## src/rtl/sub_16_serial_pkg.sv

```systemverilog
// Shared constants and state encoding for the digit-serial subtractor and the
// CLA adder. Both blocks use the same lookahead slice width.
package sub_16_serial_pkg;

  localparam int WIDTH_DEF  = 16;
  localparam int SLICE_DEF  = 4;

  // Number of slice cycles needed for one operation.
  function automatic int nslice(input int width, input int slice);
    return width / slice;
  endfunction

  localparam int NSLICE_DEF = nslice(WIDTH_DEF, SLICE_DEF);

  typedef enum logic [1:0] {
    IDLE = 2'd0,
    RUN  = 2'd1,
    DONE = 2'd2
  } state_t;

endpackage

```

## src/rtl/sub_16_serial_cla.sv

```systemverilog
// cla_slice: an N-bit carry-lookahead slice.
// Ports:
//   a, b  : slice operands
//   cin   : carry into the slice
//   s     : slice sum
//   g, p  : group generate and group propagate
//   cout  : carry out of the slice (g | p & cin)
module cla_slice #(
  parameter int N = 4
) (
  input  logic [N-1:0] a,
  input  logic [N-1:0] b,
  input  logic         cin,
  output logic [N-1:0] s,
  output logic         g,
  output logic         p,
  output logic         cout
);

  logic [N-1:0] gi, pi;
  logic [N:0]   c;

  always_comb begin
    gi   = a & b;
    pi   = a ^ b;
    c    = '0;
    c[0] = cin;
    for (int i = 0; i < N; i++) c[i+1] = gi[i] | (pi[i] & c[i]);
    s = pi ^ c[N-1:0];
    // Group terms are independent of cin, so a chain of slices can look ahead.
    g = 1'b0;
    p = 1'b1;
    for (int i = 0; i < N; i++) begin
      g = gi[i] | (pi[i] & g);
      p = p & pi[i];
    end
    cout = g | (p & cin);
  end

endmodule

```

## src/rtl/sub_16_serial.sv

```systemverilog
// sub_16_serial: digit-serial subtractor, d = x - y - bin, computed as
// x + ~y + ~bin, one SLICE-bit lookahead slice per clock, LSB first.
// Ports:
//   clk, rst_n          : clock, synchronous active-low reset
//   start               : request, accepted only while busy==0
//   x, y, bin           : operands, captured on an accepted start
//   busy                : high while slices are being computed
//   done                : one-cycle pulse when d/bout/ovf/zero are updated
//   d, bout, ovf, zero  : result, borrow-out, signed overflow, zero flag;
//                         held until the next operation completes
module sub_16_serial
  import sub_16_serial_pkg::*;
#(
  parameter int WIDTH = WIDTH_DEF,
  parameter int SLICE = SLICE_DEF
) (
  input  logic             clk,
  input  logic             rst_n,
  input  logic             start,
  input  logic [WIDTH-1:0] x,
  input  logic [WIDTH-1:0] y,
  input  logic             bin,
  output logic             busy,
  output logic             done,
  output logic [WIDTH-1:0] d,
  output logic             bout,
  output logic             ovf,
  output logic             zero
);

  localparam int NSLICE = nslice(WIDTH, SLICE);
  localparam int CNT_W  = (NSLICE > 1) ? $clog2(NSLICE) : 1;

  state_t           state;
  logic [CNT_W-1:0] cnt;
  logic             carry;
  logic [WIDTH-1:0] xr, yr;      // yr holds ~y
  logic [WIDTH-1:0] shadow;      // partial difference, hidden from d
  logic [WIDTH-1:0] d_nxt;

  logic [SLICE-1:0] sl_s;
  logic             sl_g, sl_p, sl_cout;
  logic             carry_nxt;
  logic             last;

  cla_slice #(.N(SLICE)) u_slice (
    .a    (xr[cnt*SLICE +: SLICE]),
    .b    (yr[cnt*SLICE +: SLICE]),
    .cin  (carry),
    .s    (sl_s),
    .g    (sl_g),
    .p    (sl_p),
    .cout (sl_cout)
  );

  assign carry_nxt = sl_g | (sl_p & carry);
  assign last      = (cnt == CNT_W'(NSLICE - 1));

  always_comb begin
    d_nxt                   = shadow;
    d_nxt[cnt*SLICE +: SLICE] = sl_s;
  end

  always_ff @(posedge clk) begin
    if (!rst_n) begin
      state  <= IDLE;
      busy   <= 1'b0;
      done   <= 1'b0;
      d      <= '0;
      bout   <= 1'b0;
      ovf    <= 1'b0;
      zero   <= 1'b0;
      cnt    <= '0;
      carry  <= 1'b0;
      xr     <= '0;
      yr     <= '0;
      shadow <= '0;
    end else begin
      case (state)
        IDLE, DONE: begin
          done <= 1'b0;
          if (start) begin
            xr    <= x;
            yr    <= ~y;
            carry <= ~bin;
            cnt   <= '0;
            busy  <= 1'b1;
            state <= RUN;
          end else begin
            state <= IDLE;
          end
        end
        RUN: begin
          shadow <= d_nxt;
          carry  <= carry_nxt;
          cnt    <= cnt + 1'b1;
          if (last) begin
            // All visible outputs change together, only here.
            state <= DONE;
            busy  <= 1'b0;
            done  <= 1'b1;
            d     <= d_nxt;
            bout  <= ~sl_cout;
            // Operand signs differ when xr and ~y share the same MSB.
            ovf   <= (xr[WIDTH-1] == yr[WIDTH-1]) && (d_nxt[WIDTH-1] != xr[WIDTH-1]);
            zero  <= (d_nxt == '0);
          end
        end
        default: begin
          state <= IDLE;
          busy  <= 1'b0;
          done  <= 1'b0;
        end
      endcase
    end
  end

endmodule
```

## config.mk

```make
export PLATFORM = sky130hd
export DESIGN_NAME = sub_16_serial
export DESIGN_NICKNAME = d
export VERILOG_FILES = /design/src/rtl/sub_16_serial_pkg.sv /design/src/rtl/sub_16_serial_cla.sv /design/src/rtl/sub_16_serial.sv
export SDC_FILE = /design/constraint.sdc
export NUM_CORES = 1
export LEC_CHECK = 0
export BUFFER_PORTS_ARGS = -buffer_cell sky130_fd_sc_hd__buf_4
export CAP_MARGIN = 25
export CORE_MARGIN = 1
export CORE_UTILIZATION = 45
export DETAILED_ROUTE_END_ITERATION = 8
export PLACE_DENSITY = 0.77
export SLEW_MARGIN = 20
export SYNTH_ARGS = -nofsm -noshare
export SYNTH_HDL_FRONTEND = slang
export SYNTH_SLANG_ARGS = --single-unit
```

## constraint.sdc

```tcl
create_clock -name clk -period 4.31 [get_ports clk]
set_input_delay 1.0775 -clock clk [delete_from_list [all_inputs] [get_ports clk]]
set_output_delay 1.0775 -clock clk [all_outputs]
set_load 0.02 [all_outputs]
```

==> impl_table.tex <==
\begin{tabular}{lr}
\hline
Metric & Value \\
\hline
\multicolumn{2}{l}{\textbf{Run status}} \\
Outcome & completed \\
\multicolumn{2}{l}{\textbf{Floorplanning}} \\
Area of the placeable core & just under 7000 um\^{}2 \\
Die Footprint & around 7600 um\^{}2 \\
Starting Density & between 40\% and 50\% \\
Die H & around 87 um \\
Rows & 30 \\
Num ports & 57 \\
Width of the chip & 87.0 um \\
\multicolumn{2}{l}{\textbf{Timing}} \\
Final setup violating endpoints & 0 \\
Setup repair after global routing missed its margin & no \\
Number of slew-limit violations in the final report & 0 \\
Least setup slack across all paths after layout & just under 0.9 ns \\
Final hold violations & 0 \\
Worst relative slew slack & between 50\% and 60\% \\
Final hold slack & between 0.4 and 0.5 ns \\
Worst-case clock skew & roughly 0.0057 ns \\
Min Clock Period, post-route & 3.44 ns \\
Slew at the pin with the worst max-slew slack & between 0.7 and 0.8 ns \\
Fin crit share & between 70\% and 80\% \\
F\_max & $\sim$0.29 GHz \\
Setup total negative slack & 0 ns \\
\multicolumn{2}{l}{\textbf{Pwr}} \\
Logic gate share of total power & between 10 and 15\% \\
Worst vdd rail ir drop & about 0.18 mV \\
Switching power & about 0.00040 W \\
Static Leak & between 1.5 and 2 nW \\
Switching part of the total power & around 25\% \\
Clock Power Share & between 30 and 40\% \\
Proportion of power drawn by flip-flops and latches & a little under half \\
Power density over cell area & roughly 400 nW/um\^{}2 \\
Internal power contribution & about 0.0012 W \\
\multicolumn{2}{l}{\textbf{Synthesis}} \\
Post-Syn Nets & just over 400 \\
Async SR Flop Fraction & 0\% \\
Avg Cell Area, Syn & about 9.1 um\^{}2 \\
Number of enable flip-flop cells after synthesis & 0 \\
Post-Synthesis Cells & 355 \\
Number of warnings issued by yosys & 0 \\
Distinct cells, synth & 36 \\
Most frequently used flop master after synthesis & sky130\_fd\_sc\_hd\_\_dfxtp\_1 \\
Post-synthesis sequential element count & 74 \\
Portion of the post-synthesis area used by sequential elements & roughly 46\% \\
Post-synthesis instance area & about 3200 um\^{}2 \\
\multicolumn{2}{l}{\textbf{Clock network}} \\
Total CTS buffers & 9 \\
Clock-pin slew on the worst setup and hold paths & roughly 0.070 ns \\
Clock tree from TritonCTS & yes \\
Cts hold-fix bufs & 0 \\
Clock Latency Late Sink & approximately 0.35 ns \\
Library cell used as clock root buffer & sky130\_fd\_sc\_hd\_\_clkbuf\_8 \\
Post-cts repair resize count & 0 \\
Number of setup buffers added after CTS & 0 \\
Maximum clock path buffer count & 2 \\
Maximum level of the CTS H-tree & 3 \\
CTS sink cnt & 74 \\
\multicolumn{2}{l}{\textbf{Placed design}} \\
Routability-driven placement congestion ratio & 0.862 \\
Total half-perimeter wirelength after legalization and detailed placement & 4.86 mm \\
Post-placement setup slack & $\sim$0.88 ns \\
Placed instance count & 486 \\
Buffers added on ports & 56 \\
\multicolumn{2}{l}{\textbf{Detailed routing}} \\
Drt total wl & just under 7 mm \\
Number of violations reported at the end of detailed-routing iteration 0 & about 140 \\
Number of nets still failing antenna checks after routing & 0 \\
Via count & 2592 \\
Residual DRC & 0 \\
Vias per inst & 5.16 \\
Wirelength per Cell & 13.9 um \\
First-pass DRT Iterations & 4 \\
\multicolumn{2}{l}{\textbf{Critical path}} \\
Crit path launch type & flip-flop \\
Setup crit end kind & flip-flop \\
Endpoint required time on the critical path & around 4.6 ns \\
CP Class & flip-flop to flip-flop \\
Largest fanout on the critical path & 13 \\
Worst stage delay on the critical path & just over 0.6 ns \\
Critical path cell sequence & mux4\_2 -> fa\_1 -> inv\_1 -> fa\_1 -> fa\_1 -> xnor2\_1 -> a31oi\_1 -> nand4\_1 -> or4\_1 -> a21oi\_1 \\
Slowest-stage cell, CP & sky130\_fd\_sc\_hd\_\_dfxtp\_1 \\
Arrival time reported for the critical path endpoint & 3.71 ns \\
Most repeated library cell on the critical path & sky130\_fd\_sc\_hd\_\_fa\_1 \\
\multicolumn{2}{l}{\textbf{Final layout}} \\
Final cell utilization of the core & between 50 and 60\% \\
Layout overhead on the synthesized area & 22.2\% \\
Ant. Diodes & 0 \\
Final \#Nets & 450 \\
Final cell count without fillers & roughly 500 \\
Fraction of final layout cells sized beyond drive strength 1 & roughly 22\% \\
\multicolumn{2}{l}{\textbf{Min path}} \\
Worst hold-check path type & flip-flop to flip-flop \\
\multicolumn{2}{l}{\textbf{Global routing}} \\
Maximum number of pins on one net before global-route repair & 70 \\
Final global-route overflow total & 0 \\
Antenna violations before repair & 0 \\
Global-route total usage across every layer & between 20\% and 30\% \\
Wire length of the first global-routing pass & around 12 mm \\
Number of global-route vias before repair & between 2000 and 2500 \\
\multicolumn{2}{l}{\textbf{Run}} \\
Number of violations of the max-capacitance limit & 0 \\
\hline
\end{tabular}
## stage by stage
step	power [W]	area [um^2]
global placement	0.000978	3730
global route	0.00167	3970
detailed placement	0.000987	3730
CTS	0.00160	3970
finish	0.00159	3970
floorplan	0.000912	3250
## cell families after synthesis
logic type,share of synthesized area [%]
xor+xnor,0.270
mux,5.55
compound gates,20.3
buf+inv,4.35
simple gates,18.3
flops,45.6
fa+ha+maj,5.70
## Yosys cell counts (all sizes together) (8+ instances only)
library cell | instances | area share, %
a211oi | 48 | 11
a21oi | 20 | 3.1
a31oi | 15 | 3.4
buf | 9 | 1.2
clkbuf | 17 | 2.0
dfxtp | 74 | 46
ha | 10 | 3.9
inv | 9 | 1.0
mux4 | 8 | 5.5
nand2 | 37 | 4.3
nor2 | 54 | 6.2
nor2b | 12 | 2.3
## critical path: cells and delay by family, from the launching register on
family	cells	cell delay, ns
xor gates and xnor gates	1	0.24
DFF	1	0.62
muxes	1	0.33
adders and majority gates	3	0.98
and+or+nand+nor	2	0.66
buffers and inverters	1	0.05
AOI/OAI and AO/OA	2	0.48
## power groups by stage
stage | Combinational (W) | Sequential [W] | Clock, W
after floorplan | 0.000159 | 0.000753 | 0
after global placement | 0.000217 | 0.000761 | 0
after detailed placement | 0.000224 | 0.000763 | 0
after CTS | 0.000225 | 0.000747 | 0.000631
after global routing | 0.000252 | 0.000751 | 0.000662
final | 0.000225 | 0.000747 | 0.000620
## path summary, 6_finish.rpt
| path | start | end | slack, ns | depth (start not counted) |
|---|---|---|---|---|
| setup reg to reg | cnt[1]$_SDFFE_PN0P_ | zero$_SDFFE_PN0P_ | 0.87 | 10 |
| hold / removal | shadow[14]$_SDFFE_PN0P_ | shadow[14]$_SDFFE_PN0P_ | 0.45 | 2 |
| hold reg to reg | shadow[14]$_SDFFE_PN0P_ | shadow[14]$_SDFFE_PN0P_ | 0.45 | 2 |
| setup / recovery | cnt[1]$_SDFFE_PN0P_ | zero$_SDFFE_PN0P_ | 0.87 | 10 |
## flip-flops by register name, summed over array words and instances, names as in the netlist
register,flops
state,2
busy,1
bout,1
ovf,1
cnt,2
done,1
d,16
xr,16
carry,1
zero,1
shadow,16
yr,16
## cell type report
type / count / area [um^2]
clock buffers: 12 / 165
clock inverters: 4 / 72.6
fillers: 615 / 2900
inverters: 10 / 37.5
multi-input cells: 245 / 1640
flip-flops and latches: 74 / 1480
well taps: 96 / 120
repair buffers: 61 / 458
## per-layer routing
| metal | vias up | track usage (%) | routed length, um |
|---|---|---|---|
| li1 | 1349 | - | - |
| met2 | 54 | 33.4 | 3430 |
| met5 | - | 0 | 0 |
| met3 | 10 | 5.59 | 277 |
| met1 | 1179 | 24.8 | 3150 |
| met4 | 0 | 7.12 | 92 |
## placed cells by master (no fill, tap or decap), drive strengths merged, types with 5 or more instances in the layout
| master | instances |
|---|---|
| ha | 10 |
| buf | 61 |
| o21ai | 5 |
| and2b | 6 |
| inv | 9 |
| a21oi | 20 |
| nor2 | 54 |
| mux4 | 8 |
| a31oi | 15 |
| dfxtp | 74 |
| nand4 | 5 |
| clkbuf | 12 |
| nand2 | 37 |
| a211oi | 48 |
| nor2b | 12 |
No activity file was read; power rests on OpenSTA's default activity.
